===== src/rtl/jpeg_frame_packager.sv =====
// -----------------------------------------------------------------------------
// jpeg_frame_packager
//
// Wraps a compressor's entropy-coded byte stream into a complete JPEG frame:
// the fixed header held in an external ROM, then the buffered body bytes,
// then the EOI marker (FF D9). The compressor has no backpressure, so body
// bytes arriving while the header is still going out are parked in a FIFO.
//
// Parameters
//   HEADER_LEN  number of header bytes in the ROM (>= 1)
//   FIFO_DEPTH  body FIFO depth in bytes, power of two >= 4
//
// Ports
//   clock            rising-edge clock
//   reset            synchronous active-high reset
//   frame_start      single-cycle pulse, begins a frame (honoured in IDLE only)
//   frame_end        single-cycle pulse, compressor emitted its last byte
//   in_valid/in_data compressor byte strobe and data (already FF00-stuffed)
//   header_rom_raddr header ROM read address
//   header_rom_ren   header ROM read enable
//   header_rom_dout  ROM data, valid the cycle after header_rom_ren
//   out_valid/out_data/out_ready  output byte stream, valid/ready handshake
//   busy             high whenever a frame is in progress
//   overflow         sticky: a body byte was dropped because the FIFO was full
// -----------------------------------------------------------------------------
module jpeg_frame_packager #(
    parameter int unsigned HEADER_LEN = 328,
    parameter int unsigned FIFO_DEPTH = 64
) (
    input  logic       clock,
    input  logic       reset,
    input  logic       frame_start,
    input  logic       frame_end,
    input  logic       in_valid,
    input  logic [7:0] in_data,
    output logic [8:0] header_rom_raddr,
    output logic       header_rom_ren,
    input  logic [7:0] header_rom_dout,
    output logic       out_valid,
    output logic [7:0] out_data,
    input  logic       out_ready,
    output logic       busy,
    output logic       overflow
);

    localparam int unsigned AW       = $clog2(FIFO_DEPTH);
    localparam logic [8:0]  HDR_LAST = 9'(HEADER_LEN - 1);

    typedef enum logic [2:0] {
        IDLE,
        HEADER,
        BODY,
        EOI_FF,
        EOI_D9
    } state_t;

    // ------------------------------------------------------------------
    // State
    // ------------------------------------------------------------------
    state_t      state_q, state_d;
    logic [8:0]  hdr_addr_q, hdr_addr_d;     // next ROM address to fetch
    logic        hdr_all_q, hdr_all_d;       // last header address fetched
    logic        rom_pend_q, rom_pend_d;     // ROM data arrives this cycle
    logic        eof_q, eof_d;               // frame_end latch
    logic        out_valid_q, out_valid_d;
    logic [7:0]  out_data_q, out_data_d;
    logic [AW:0] wr_ptr_q, wr_ptr_d;
    logic [AW:0] rd_ptr_q, rd_ptr_d;
    logic        ovf_q, ovf_d;
    logic [7:0]  mem_q [FIFO_DEPTH];

    // ------------------------------------------------------------------
    // Handshake and FIFO status
    // ------------------------------------------------------------------
    logic fifo_empty;
    logic fifo_full;
    logic accept;
    logic out_free;
    logic push_req;
    logic push;
    logic pop;
    logic rom_ren;

    assign fifo_empty = (wr_ptr_q == rd_ptr_q);
    assign fifo_full  = (wr_ptr_q[AW] != rd_ptr_q[AW]) &&
                        (wr_ptr_q[AW-1:0] == rd_ptr_q[AW-1:0]);

    assign accept   = out_valid_q && out_ready;
    // The output register is free to take a new byte at the next edge.
    assign out_free = !out_valid_q || out_ready;

    assign push_req = in_valid &&
                      ((state_q == HEADER) || (state_q == BODY) ||
                       ((state_q == IDLE) && frame_start));
    assign pop      = (state_q == BODY) && !fifo_empty && out_free;
    // A pop frees a slot in the same cycle, so a full FIFO still takes the push.
    assign push     = push_req && (!fifo_full || pop);

    // A fetch is only issued when nothing else can claim the output register
    // on the cycle its data returns: no fetch already in flight and the
    // register either empty or being accepted now. This caps the header at
    // one byte every two cycles but never needs a skid buffer.
    assign rom_ren  = (state_q == HEADER) && !hdr_all_q && !rom_pend_q && out_free;

    // ------------------------------------------------------------------
    // Next-state logic
    // ------------------------------------------------------------------
    always_comb begin
        state_d     = state_q;
        hdr_addr_d  = hdr_addr_q;
        hdr_all_d   = hdr_all_q;
        rom_pend_d  = rom_pend_q;
        eof_d       = eof_q;
        out_valid_d = out_valid_q;
        out_data_d  = out_data_q;
        wr_ptr_d    = wr_ptr_q;
        rd_ptr_d    = rd_ptr_q;
        ovf_d       = ovf_q;

        if (push) begin
            wr_ptr_d = wr_ptr_q + 1'b1;
        end
        if (pop) begin
            rd_ptr_d = rd_ptr_q + 1'b1;
        end
        if (push_req && fifo_full && !pop) begin
            ovf_d = 1'b1;
        end

        if (((state_q == HEADER) || (state_q == BODY)) && frame_end) begin
            eof_d = 1'b1;
        end

        // An accepted byte empties the register unless reloaded below.
        if (accept) begin
            out_valid_d = 1'b0;
        end

        unique case (state_q)
            IDLE: begin
                if (frame_start) begin
                    state_d    = HEADER;
                    hdr_addr_d = '0;
                    hdr_all_d  = 1'b0;
                    rom_pend_d = 1'b0;
                end
            end

            HEADER: begin
                rom_pend_d = rom_ren;
                if (rom_ren) begin
                    // Saturate on the last address so raddr never runs past it.
                    if (hdr_addr_q == HDR_LAST) begin
                        hdr_all_d = 1'b1;
                    end else begin
                        hdr_addr_d = hdr_addr_q + 9'd1;
                    end
                end
                if (rom_pend_q) begin
                    out_valid_d = 1'b1;
                    out_data_d  = header_rom_dout;
                end else if (hdr_all_q && accept) begin
                    // With every fetch done and none in flight, the byte
                    // being accepted is the last header byte.
                    state_d = BODY;
                end
            end

            BODY: begin
                if (pop) begin
                    out_valid_d = 1'b1;
                    out_data_d  = mem_q[rd_ptr_q[AW-1:0]];
                end else if (eof_q && fifo_empty && !push && out_free) begin
                    state_d     = EOI_FF;
                    out_valid_d = 1'b1;
                    out_data_d  = 8'hFF;
                end
            end

            EOI_FF: begin
                if (accept) begin
                    state_d     = EOI_D9;
                    out_valid_d = 1'b1;
                    out_data_d  = 8'hD9;
                end
            end

            EOI_D9: begin
                if (accept) begin
                    state_d = IDLE;
                    eof_d   = 1'b0;
                end
            end

            default: begin
                state_d = IDLE;
            end
        endcase
    end

    // ------------------------------------------------------------------
    // Registers
    // ------------------------------------------------------------------
    always_ff @(posedge clock) begin
        if (reset) begin
            state_q     <= IDLE;
            hdr_addr_q  <= '0;
            hdr_all_q   <= 1'b0;
            rom_pend_q  <= 1'b0;
            eof_q       <= 1'b0;
            out_valid_q <= 1'b0;
            out_data_q  <= '0;
            wr_ptr_q    <= '0;
            rd_ptr_q    <= '0;
            ovf_q       <= 1'b0;
        end else begin
            state_q     <= state_d;
            hdr_addr_q  <= hdr_addr_d;
            hdr_all_q   <= hdr_all_d;
            rom_pend_q  <= rom_pend_d;
            eof_q       <= eof_d;
            out_valid_q <= out_valid_d;
            out_data_q  <= out_data_d;
            wr_ptr_q    <= wr_ptr_d;
            rd_ptr_q    <= rd_ptr_d;
            ovf_q       <= ovf_d;
        end
    end

    // FIFO storage needs no reset; the pointers define its contents.
    always_ff @(posedge clock) begin
        if (push) begin
            mem_q[wr_ptr_q[AW-1:0]] <= in_data;
        end
    end

    // ------------------------------------------------------------------
    // Outputs
    // ------------------------------------------------------------------
    assign header_rom_raddr = hdr_addr_q;
    assign header_rom_ren   = rom_ren;
    assign out_valid        = out_valid_q;
    assign out_data         = out_data_q;
    assign busy             = (state_q != IDLE);
    assign overflow         = ovf_q;

endmodule

===== config.mk =====
export PLATFORM = sky130hd
export DESIGN_NAME = jpeg_frame_packager
export DESIGN_NICKNAME = d
export VERILOG_FILES = /design/src/rtl/jpeg_frame_packager.sv
export SDC_FILE = /design/constraint.sdc
export NUM_CORES = 1
export LEC_CHECK = 0
export ABC_CLOCK_PERIOD_IN_PS = 3200
export BUFFER_PORTS_ARGS = -buffer_cell sky130_fd_sc_hd__buf_4
export CAP_MARGIN = 20
export CORE_ASPECT_RATIO = 0.9
export CORE_UTILIZATION = 45
export CTS_CLUSTER_DIAMETER = 200
export DETAILED_ROUTE_END_ITERATION = 8
export SYNTH_ARGS = -nofsm -noshare
export SYNTH_HDL_FRONTEND = slang
export SYNTH_SLANG_ARGS = --single-unit

===== constraint.sdc =====
create_clock -name clock -period 3.2 [get_ports clock]
set_clock_uncertainty 0.15 [all_clocks]
set_input_delay 0.32 -clock clock [delete_from_list [all_inputs] [get_ports clock]]
set_output_delay 0.32 -clock clock [all_outputs]
set_load 0.03 [all_outputs]

# Word level (Yosys, flattened, before mapping)
# Memory sizes are Yosys's and may differ from the RTL's. A register that Yosys moved wholly into a read port is not among the register bits.
# Index checks and enable logic that the tools add are counted.
totals:
  memories: 1
  ram_bits: 512
  input_bits: 22
  ff_bits: 39
  word_cells: 106
  out_inout_bits: 21
op_classes:
  n_eq_ne: 20
  muxes: 35
  n_addsub: 3
  n_reduce_logical: 37
mem_list:
  columns: ["name", "depth", "word_bits", "rd", "rd_ports_with_merged_regs", "write_ports", "line", "text"]
  rows:
  - ["mem_q", 64, 8, 1, 1, 1, "70", "logic [7:0] mem_q [FIFO_DEPTH];"]
op_table:
  columns: ["cell", "count"]
  rows:
  - ["2-to-1 mux 8 bit", 4]
  - ["2-to-1 mux 9 bit", 3]
  - ["case mux 8 bit (3 select lines)", 1]
  - ["2-to-1 mux 3 bit", 7]
  - ["case mux 9 bit (2 select lines)", 1]
  - ["logical AND 1 bit", 17]
  - ["!= test 2 bit, second input constant", 8]
  - ["case mux 3 bit (5 select lines)", 1]
  - ["adder 7 x 1 -> 7 bit, second input constant", 2]
  - ["2-to-1 mux 1 bit", 13]
  - ["2-to-1 mux 6 bit", 2]
  - ["AND reduction 4 bit", 3]
  - ["adder 9 x 1 -> 9 bit, second input constant", 1]
  - ["== test 9 bit, second input constant", 1]
  - ["== test 7 bit", 1]
  - ["logical NOT 1 bit", 7]
  - ["AND reduction 7 bit", 1]
  - ["== test 3 x 2 -> 1 bit, second input constant", 2]
  - ["== test 6 bit", 1]
  - ["!= test 2 x 1 -> 1 bit, second input constant", 3]
  - ["nonzero test 3 bit", 2]
  - ["logical OR 1 bit", 4]
  - ["case mux 1 bit (2 select lines)", 2]
  - ["== test 3 x 1 -> 1 bit, second input constant", 1]
  - ["7 further kinds", 7]

# Logic depth before layout (Yosys ltp)
# Gate-level depths: netlist (run 1).
depth:
  word_depth: 12
  mapped_depth: 10
  depth_no_buf: 7

# Least setup slack after synthesis (run 1)
# OpenSTA, ideal clock, no wires.
synth_timing:
  kind: "reg-to-reg"
  start: "reg state_q[0]"
  end: "mem mem_q[57][0], enable pin"
  required_time_ns: 2.679
  setup_time_ns: 0.371
  arrival_ns: 2.180
  stages_incl_launch_ff: 9
  synth_period_minus_slack_ns: 2.700
  slack_ns: 0.500
  path_buffers: 2
  cell_sequence: "dfxtp_1 -> clkbuf_1 -> nor2_1 -> nand3_1 -> a41oi_1 -> buf_2 -> nor2b_1 -> nand3b_1 -> nor2_1"
synth_via:
  elab_chain_cells: 7
  elab_cells_between_ends: 13
  classes_between: "eq/ne: 2; mux: 2; reduce/logical: 9"
synth_lines:
  columns: ["element", "line", "text"]
  rows:
  - ["from (decl)", "60", "state_t state_q, state_d;"]
  - ["from (signal assigned)", "217", "state_q <= state_d;"]
  - ["== test 3 x 1 -> 1 bit, or another cell as far along", "93", "((state_q == HEADER) || (state_q == BODY) ||"]
  - ["logical OR 1 bit, or another cell as far along", "93", null]
  - ["logical OR 1 bit or logical AND 1 bit (tied branches)", "93, 95", null]
  - ["logical AND 1 bit or logical OR 1 bit (tied branches)", "92, 97", null]
  - ["logical AND 1 bit *", "97", "assign push = push_req && (!fifo_full || pop);"]
  - ["2-to-1 mux 1 bit *", "232", "if (push) begin"]
  - ["2-to-1 mux 1 bit (not written as such) *", "233", "mem_q[wr_ptr_q[AW-1:0]] <= in_data;"]
  - ["to (decl)", "70", null]
# Mark *: on every way between the ends. The rest lies on a longest branch, timed or not.

==> summary.md, run 1 <==
| Metric | Value |
|---|---|
| Status | finished, final reports clean |
| Crit share post-route | between 90% and 100% |
| Yosys cell types | 60 |
| CP max stage cell | nor2_1 |
| Yosys reg bits | ~560 |
| DRT Pass-1 Iters | 5 |
| Initial antenna violation count | 0 |
| Vias in the first global route | 11.6k |
| Starting DRT DRC Count | between 1k and 1.5k |
| P&R area growth vs syn | 16.3% |
| Final count of hold timing violations | 0 |
| Num CTS Buffers | 56 |
| Largest net degree at the start of global routing | 65 |
| Number of vias per cell | 5.79 |
| Antenna-violating nets left | 0 |
| H-tree depth | 2 |
| Max Slew Vio Count | 0 |
| CTS max path bufs | 3 |
| Min Clock Period, post-route | 2980 ps |
| Net Count, Synth | around 1.2k |
| Worst slew pin tran | 1100 ps |
| Crit path kind | flop to flop |
| Synth Flop Type | edfxtp_1 |
| Pre-CTS setup slack | 27.3 ps |
| Routed len/inst | 25.3 microns |
| Initial core utilization | 46.0% |
| Cells after Synth | 1,181 |
| Delay-heaviest family, CP | simple AND/OR/NAND/NOR gates |
| Crit Path Max Fanout | 16 |
| Register area share after synthesis | 73.3% |
| Clock Latency Late Sink | 610 ps |
| Placed inst area | 0.0239 sq mm |
| Final setup fails | 0 |
| Synth Cell Area | 0.0222 sq mm |
| DRC viols | 0 |
| Clock power share | between 40 and 50% |
| Ant diodes | 0 |
| Rows | 76 |
| Buffers on Ports | between 40 and 50 |
| Syn avg cell area | 18.8 sq um |
| DP Wirelength | 32,500 microns |
| Design area | 0.0258 sq mm |
| Core ar. | 0.0483 sq mm |
| Switching Fraction | 19.7% |
| GRT Resource Usage Total | 21.0% |
| Final setup margin | 224 ps |
| CP endpoint kind | flop |
| Die height | 213 microns |
| Gpl congestion | 0.840 |
| Layout cells sized above 1 | between 20% and 30% |
| Worst Path Arrival | 3280 ps |
| Peak VDD IR | 398 uV |
| Drt total wl | 50,900 microns |
| Root Buffer Master | clkbuf_16 |
| Layout Cells excl Fill | roughly 2.0k |
| Flop-to-flop setup slack | 220 ps |
| Pwr per Cell Area | about 570 mW/mm^2 |
| Dpl cells | 1,903 |
| Flop pwr share | between 50% and 60% |
| Gate power share | roughly 2.2% |
| Cell-internal power | approximately 0.012 W |
| EDFF count, synth | 512 |
| CP bufs+invs | 1 |
| Nets | 1,369 |
| Unrepaired setup endpoints after global routing | false |
| Clock slew at reported path FFs | approximately 60 ps |
| Via count | about 12k |
| Total gr overflow | 0 |
| TritonCTS clock tree | built |
| Final Power | approximately 0.015 W |
| Setup crit start kind | flop |
| Fmax | 0.336 GHz |
| Die Area | 0.0502 sq mm |
| Fillers | 3,775 |
| I/O pins | 43 |
| Post-Route Setup TNS | 0 ps |
| HP Class | input pin to flop |
| Most used cell, CP | a21oi_1 |
| Slew HR | approximately a quarter |
| Syn. warnings | 0 |
| Leak | 8.23 nW |
| Crit path cell chain | nor2_1 -> a22oi_1 -> a21oi_1 -> nor4_1 -> buf_4 -> a21oi_1 -> a221oi_1 |
| Asr flop ratio synth | 0% |
| Critical Path RT | approximately 3500 ps |
| Die X-Extent | about 240 microns |
| Psw | 0.00288 W |
| Global-route wire length before repair | 76,800 microns |
| Clock sink total | 557 |
| MaxCap Viol Count | 0 |
| Crit-path max cell delay | 900 ps |
-- power by group through the flow --
stage	Sequential (W)	Clock (W)	Combinational (W)
finish	0.00798	0.00637	0.000317
floorplan	0.00814	0	0.000114
detailed placement	0.00814	0	0.000314
global placement	0.00814	0	0.000306
CTS	0.00798	0.00651	0.000321
global route	0.00798	0.00678	0.000346
-- repair_timing --
item | CTS | global route
endpoints found under the setup margin | 0 | 70
hold endpoints to repair | 16 | 0
hold buffers | 7 | 0
buffers inserted | 0 | 0
gates resized for setup | 0 | 3
-- per-stage QoR --
| step | hold slack [ps] | utilization, % |
|---|---|---|
| 3_5_place_dp | 321 | 49.6 |
| 3_3_place_gp | 308 | 49.6 |
| 5_1_grt | 94.5 | 53.4 |
| 4_1_cts | 61.6 | 53.4 |
| 2_1_floorplan | 269 | - |
| 6_report | 67.9 | 53.4 |
-- cell usage after synthesis, types with 5 or more instances --
cell / instances / share of area [%]
a21oi_1: 25 / 0.56
a22oi_1: 28 / 0.95
and3_1: 12 / 0.34
buf_1: 5 / 0.085
buf_2: 15 / 0.34
buf_4: 18 / 0.61
clkbuf_1: 23 / 0.39
dfxtp_1: 45 / 4.1
edfxtp_1: 512 / 69
inv_1: 7 / 0.12
mux2i_1: 68 / 3.1
mux4_2: 119 / 12
nand2_1: 29 / 0.49
nand3_1: 12 / 0.27
nand3b_1: 6 / 0.20
nand4_1: 8 / 0.23
nor2_1: 105 / 1.8
nor2b_1: 18 / 0.51
nor4_1: 11 / 0.31
nor4b_1: 6 / 0.24
o21ai_0: 6 / 0.14
xnor2_1: 7 / 0.28
xor2_1: 19 / 0.75
-- placed cells by master, fill, tap and decap left out, types with 5 or more instances in the layout --
master         count
a21oi_1           25
a22oi_1           28
and3_1            12
buf_12             8
buf_4            156
bufinv_16          5
clkbuf_1          16
clkbuf_16         57
clkinv_1          10
dfxtp_1           41
dlygate4sd3_1      7
edfxtp_1         512
inv_1              7
mux2i_1           68
mux4_2           119
nand2_1           29
nand3_1           12
nand3b_1           6
nand4_1            8
nor2_1           104
nor2b_1           18
nor4_1            10
nor4b_1            6
o21ai_0            6
xnor2_1            7
xor2_1            19
-- path summary, 6_finish.rpt --
| check | endpoint | start | cells past startpoint |
|---|---|---|---|
| worst max-delay path | out_data[4]$_SDFFE_PP0P_ | flop | 7 |
| worst min-delay path | out_data[3]$_SDFFE_PP0P_ | header_rom_dout[3] | 4 |
| worst max register to register | out_data[4]$_SDFFE_PP0P_ | flop | 7 |
| worst min register to register | overflow$_SDFFE_PP0P_ | overflow$_SDFFE_PP0P_ | 1 |
-- cell type report --
cell class	count	area, sq um	area share, %
clock buffers	76	1530	5.92
clock inverters	25	256	0.994
flip-flops and latches	557	16300	63.1
inverters	7	26.3	0.102
repair buffers	171	1400	5.43
well taps	624	781	3.02
multi-input cells	551	5540	21.5
-- flip-flops by register name, summed over array words and instances, names as in the netlist, named ones only --
| signal | flops |
|---|---|
| header_rom_raddr | 9 |
| state_q | 3 |
| rom_pend_q | 1 |
| overflow | 1 |
| eof_q | 1 |
| out_valid | 1 |
| out_data | 8 |
| mem_q | 512 |
| rd_ptr_q | 7 |
| wr_ptr_q | 7 |
| hdr_all_q | 1 |
-- cells by family after synthesis --
| group | after synthesis | synth area share [%] |
|---|---|---|
| AO/OA/AOI/OAI | 98 | 3.09 |
| XOR/XNOR | 26 | 1.03 |
| adder cells (fa/ha/maj) | 3 | 0.169 |
| buffers and inverters | 73 | 1.81 |
| flip-flops | 557 | 73.3 |
| multiplexers | 190 | 15.3 |
| AND/OR/NAND/NOR | 234 | 5.30 |
-- tightest hold or removal path: stages --
cell and delay (ps):
buf_4 110, nor2_1 140, or3_1 130, o21ai_1 60
-- per-layer routing --
layer / GRT usage (%) / part of all wire, %
met1: 32.5 / 47
met2: 30.8 / 44
met3: 3.32 / 6.5
met4: 5.72 / 1.9
met5: 0 / 0
Note: power is estimated with default switching activity, not from simulation.
==> run 2: changes to the inputs <==
--- a/config.mk
+++ b/config.mk
@@ -9,9 +9,11 @@
 export BUFFER_PORTS_ARGS = -buffer_cell sky130_fd_sc_hd__buf_4
 export CAP_MARGIN = 20
 export CORE_ASPECT_RATIO = 0.9
+export CORE_MARGIN = 2
 export CORE_UTILIZATION = 45
 export CTS_CLUSTER_DIAMETER = 200
 export DETAILED_ROUTE_END_ITERATION = 8
+export SETUP_SLACK_MARGIN = 0.4
 export SYNTH_ARGS = -nofsm -noshare
 export SYNTH_HDL_FRONTEND = slang
 export SYNTH_SLANG_ARGS = --single-unit
==> run 2 against run 1 <==
Die area grew 1.8%. Critical path depth grew 1. Sequential power barely moved. Combinational power up 2%. Register-to-register slack better by 270 ps. First-iteration DRC count is 1.4% higher. Cell area rose by 0.11%. Clock power rose by 6.9%. Critical endpoint is now out_data[3]$_SDFFE_PP0P_. Sequential cell count stayed put. Cell count fell by 1.1%. Via count decreased by 1.3%.
==> summary.md, run 2 (synthesized netlist as in run 1, its figures left out) <==
| Metric | Value |
|---|---|
| Most used cell, CP | mux4_2 |
| Final core area utilization | roughly 53% |
| Vias in the first global route | 11.3k |
| Rows | 77 |
| Unrepaired setup endpoints after global routing | true |
| CTS max path bufs | 3 |
| DRC viols | 0 |
| Clock Latency Late Sink | 610 ps |
| Flop-to-flop setup slack | 500 ps |
| Number of vias per cell | 5.78 |
| Post-Route Setup TNS | 0 ps |
| Pwr per Cell Area | 585 mW/mm^2 |
| HP Class | input pin to flop |
| Die Area | 0.0511 sq mm |
| Reg2Reg Capture Point | out_data[3]$_SDFFE_PP0P_ |
| H-tree depth | 2 |
| P&R area growth vs syn | 16.4% |
| Placed inst area | approximately 0.024 sq mm |
| Fillers | 3,823 |
| Setup crit start kind | flop |
| Crit path kind | flop to flop |
| Max Slew Vio Count | 0 |
| Area occupied by multi-input gates | 0.00561 sq mm |
| Total gr overflow | 0 |
| Design area | 0.0258 sq mm |
| Hold endpoint | rom_pend_q$_SDFFE_PP0P_ |
| Num CTS Buffers | 56 |
| Worst Path Arrival | 3060 ps |
| Worst R2R Path Depth | 8 |
| Clock slew at reported path FFs | roughly 60 ps |
| Antenna-violating nets left | 0 |
| Crit-path max cell delay | 560 ps |
| Max reg flops | between 500 and 600 |
| Nets | 1,336 |
| Routed len/inst | 26.0 microns |
| DRT Pass-1 Iters | 5 |
| Final Power | 0.0151 W |
| Worst slew pin tran | ~860 ps |
| Initial antenna violation count | 1 |
| Ant diodes | 0 |
| Layout cells sized above 1 | between 20% and 30% |
| FF+latch area | 0.0163 sq mm |
| Via count | around 11k |
| Commonest non-fill, non-tap cell in the layout | edfxtp_1 |
| Min Clock Period, post-route | 2700 ps |
| Hold depth | 4 |
| Slew HR | 42.2% |
| Core ar. | 0.0489 sq mm |
| GRT Resource Usage Total | approximately 20% |
| TritonCTS clock tree | built |
| Crit Path Max Fanout | 8 |
| Drt total wl | between 50,000 and 60,000 microns |
| Critical Path RT | 3550 ps |
| Die X-Extent | around 240 microns |
| Final setup fails | 0 |
| Leak | 8.15 nW |
| Status | finished, final reports clean |
| Most frequent cells in the layout | edfxtp_1 (512), mux4_2 (119), buf_4 (119) |
| Gpl congestion | 0.845 |
| DP Wirelength | 31,900 microns |
| Crit share post-route | 84.5% |
| Final count of hold timing violations | 0 |
| Smallest hold slack | roughly 32 ps |
| Initial core utilization | between 40% and 50% |
| Die height | 215 microns |
| Root Buffer Master | clkbuf_16 |
| I/O pins | 43 |
| Buffers on Ports | 42 |
| Global-route wire length before repair | 76,000 microns |
| Hold path startpoint | frame_start |
| Starting DRT DRC Count | approximately 1.1k |
| Largest net degree at the start of global routing | 65 |
| Peak VDD IR | 427 uV |
| Fmax | 0.370 GHz |
| CP endpoint kind | flop |
| CP max stage cell | mux4_2 |
| Clock sink total | 557 |
| MaxCap Viol Count | 0 |
| Crit path cell chain | buf_12 -> buf_16 -> mux4_2 -> mux4_2 -> mux2i_1 -> nor2_1 -> a311oi_2 -> o21ai_1 |
## run 2: cell types whose count changed in the layout (fill, tap and decap cells not counted), sizes merged
cell / change
bufinv: +6
clkinv: +10
clkinvlp: -2
dlygate4sd3: +1
inv: -1
buf: -35
clkbuf: -9
## run 2: layout make-up
cell class	count	share of cell area (%)
Clock buffer	66	5.57
Clock inverter	38	1.82
Inverter	7	0.102
Multi-Input combinational cell	551	21.7
Sequential cell	557	63.0
Tap cell	632	3.06
Timing Repair Buffer	138	4.72
## run 2: timing repair
item	CTS	global route
cloned	0	1
endpoints found under the setup margin	300	275
endpoints found under the hold margin	19	0
pin swaps	0	1
hold buffers	8	0
setup buffers	3	5
resized for setup	7	23
## run 2: per-layer routing
| layer | up-vias | GRT usage (%) | part of all wire [%] |
|---|---|---|---|
| li1 | 5044 | - | - |
| met1 | 5996 | 31.4 | 47 |
| met2 | 388 | 30.4 | 45 |
| met3 | 67 | 3.76 | 6.2 |
| met4 | 0 | 4.44 | 1.6 |
| met5 | - | 0 | 0 |
## run 2: through the flow
| stage | cells | worst slack, ps |
|---|---|---|
| after global routing | 1989 | 372 |
| after detailed placement | 1868 | 254 |
| final | 1989 | 497 |
| after floorplan | 1181 | 500 |
| after CTS | 1983 | 403 |
| after global placement | 1868 | 236 |
## run 2: power by group
group | switching (W) | internal (W)
logic | 0.000227 | 0.0000963
registers | 0.0000213 | 0.00796
clock network | 0.00272 | 0.00409
total | 0.00297 | 0.0121
## run 2: worst max-delay path by stage
stage                                          end  slack, ps  cells after the start
final                     out_data[3]$_SDFFE_PP0P_        500                      8
after detailed placement    mem_q[47][0]$_DFFE_PP_        250                      6
after CTS                 out_data[1]$_SDFFE_PP0P_        400                      6
after floorplan             mem_q[57][0]$_DFFE_PP_        500                      8
after global routing        mem_q[25][6]$_DFFE_PP_        370                      8
after global placement      mem_q[47][0]$_DFFE_PP_        240                      7
## run 2: critical path: cells and delay by family, from the launching register on
family,cells,cell delay (ps)
multiplexers,3,1250
AO/OA/AOI/OAI,2,350
buffers and inverters,2,310
AND/OR/NAND/NOR,1,70
flip-flops,1,460
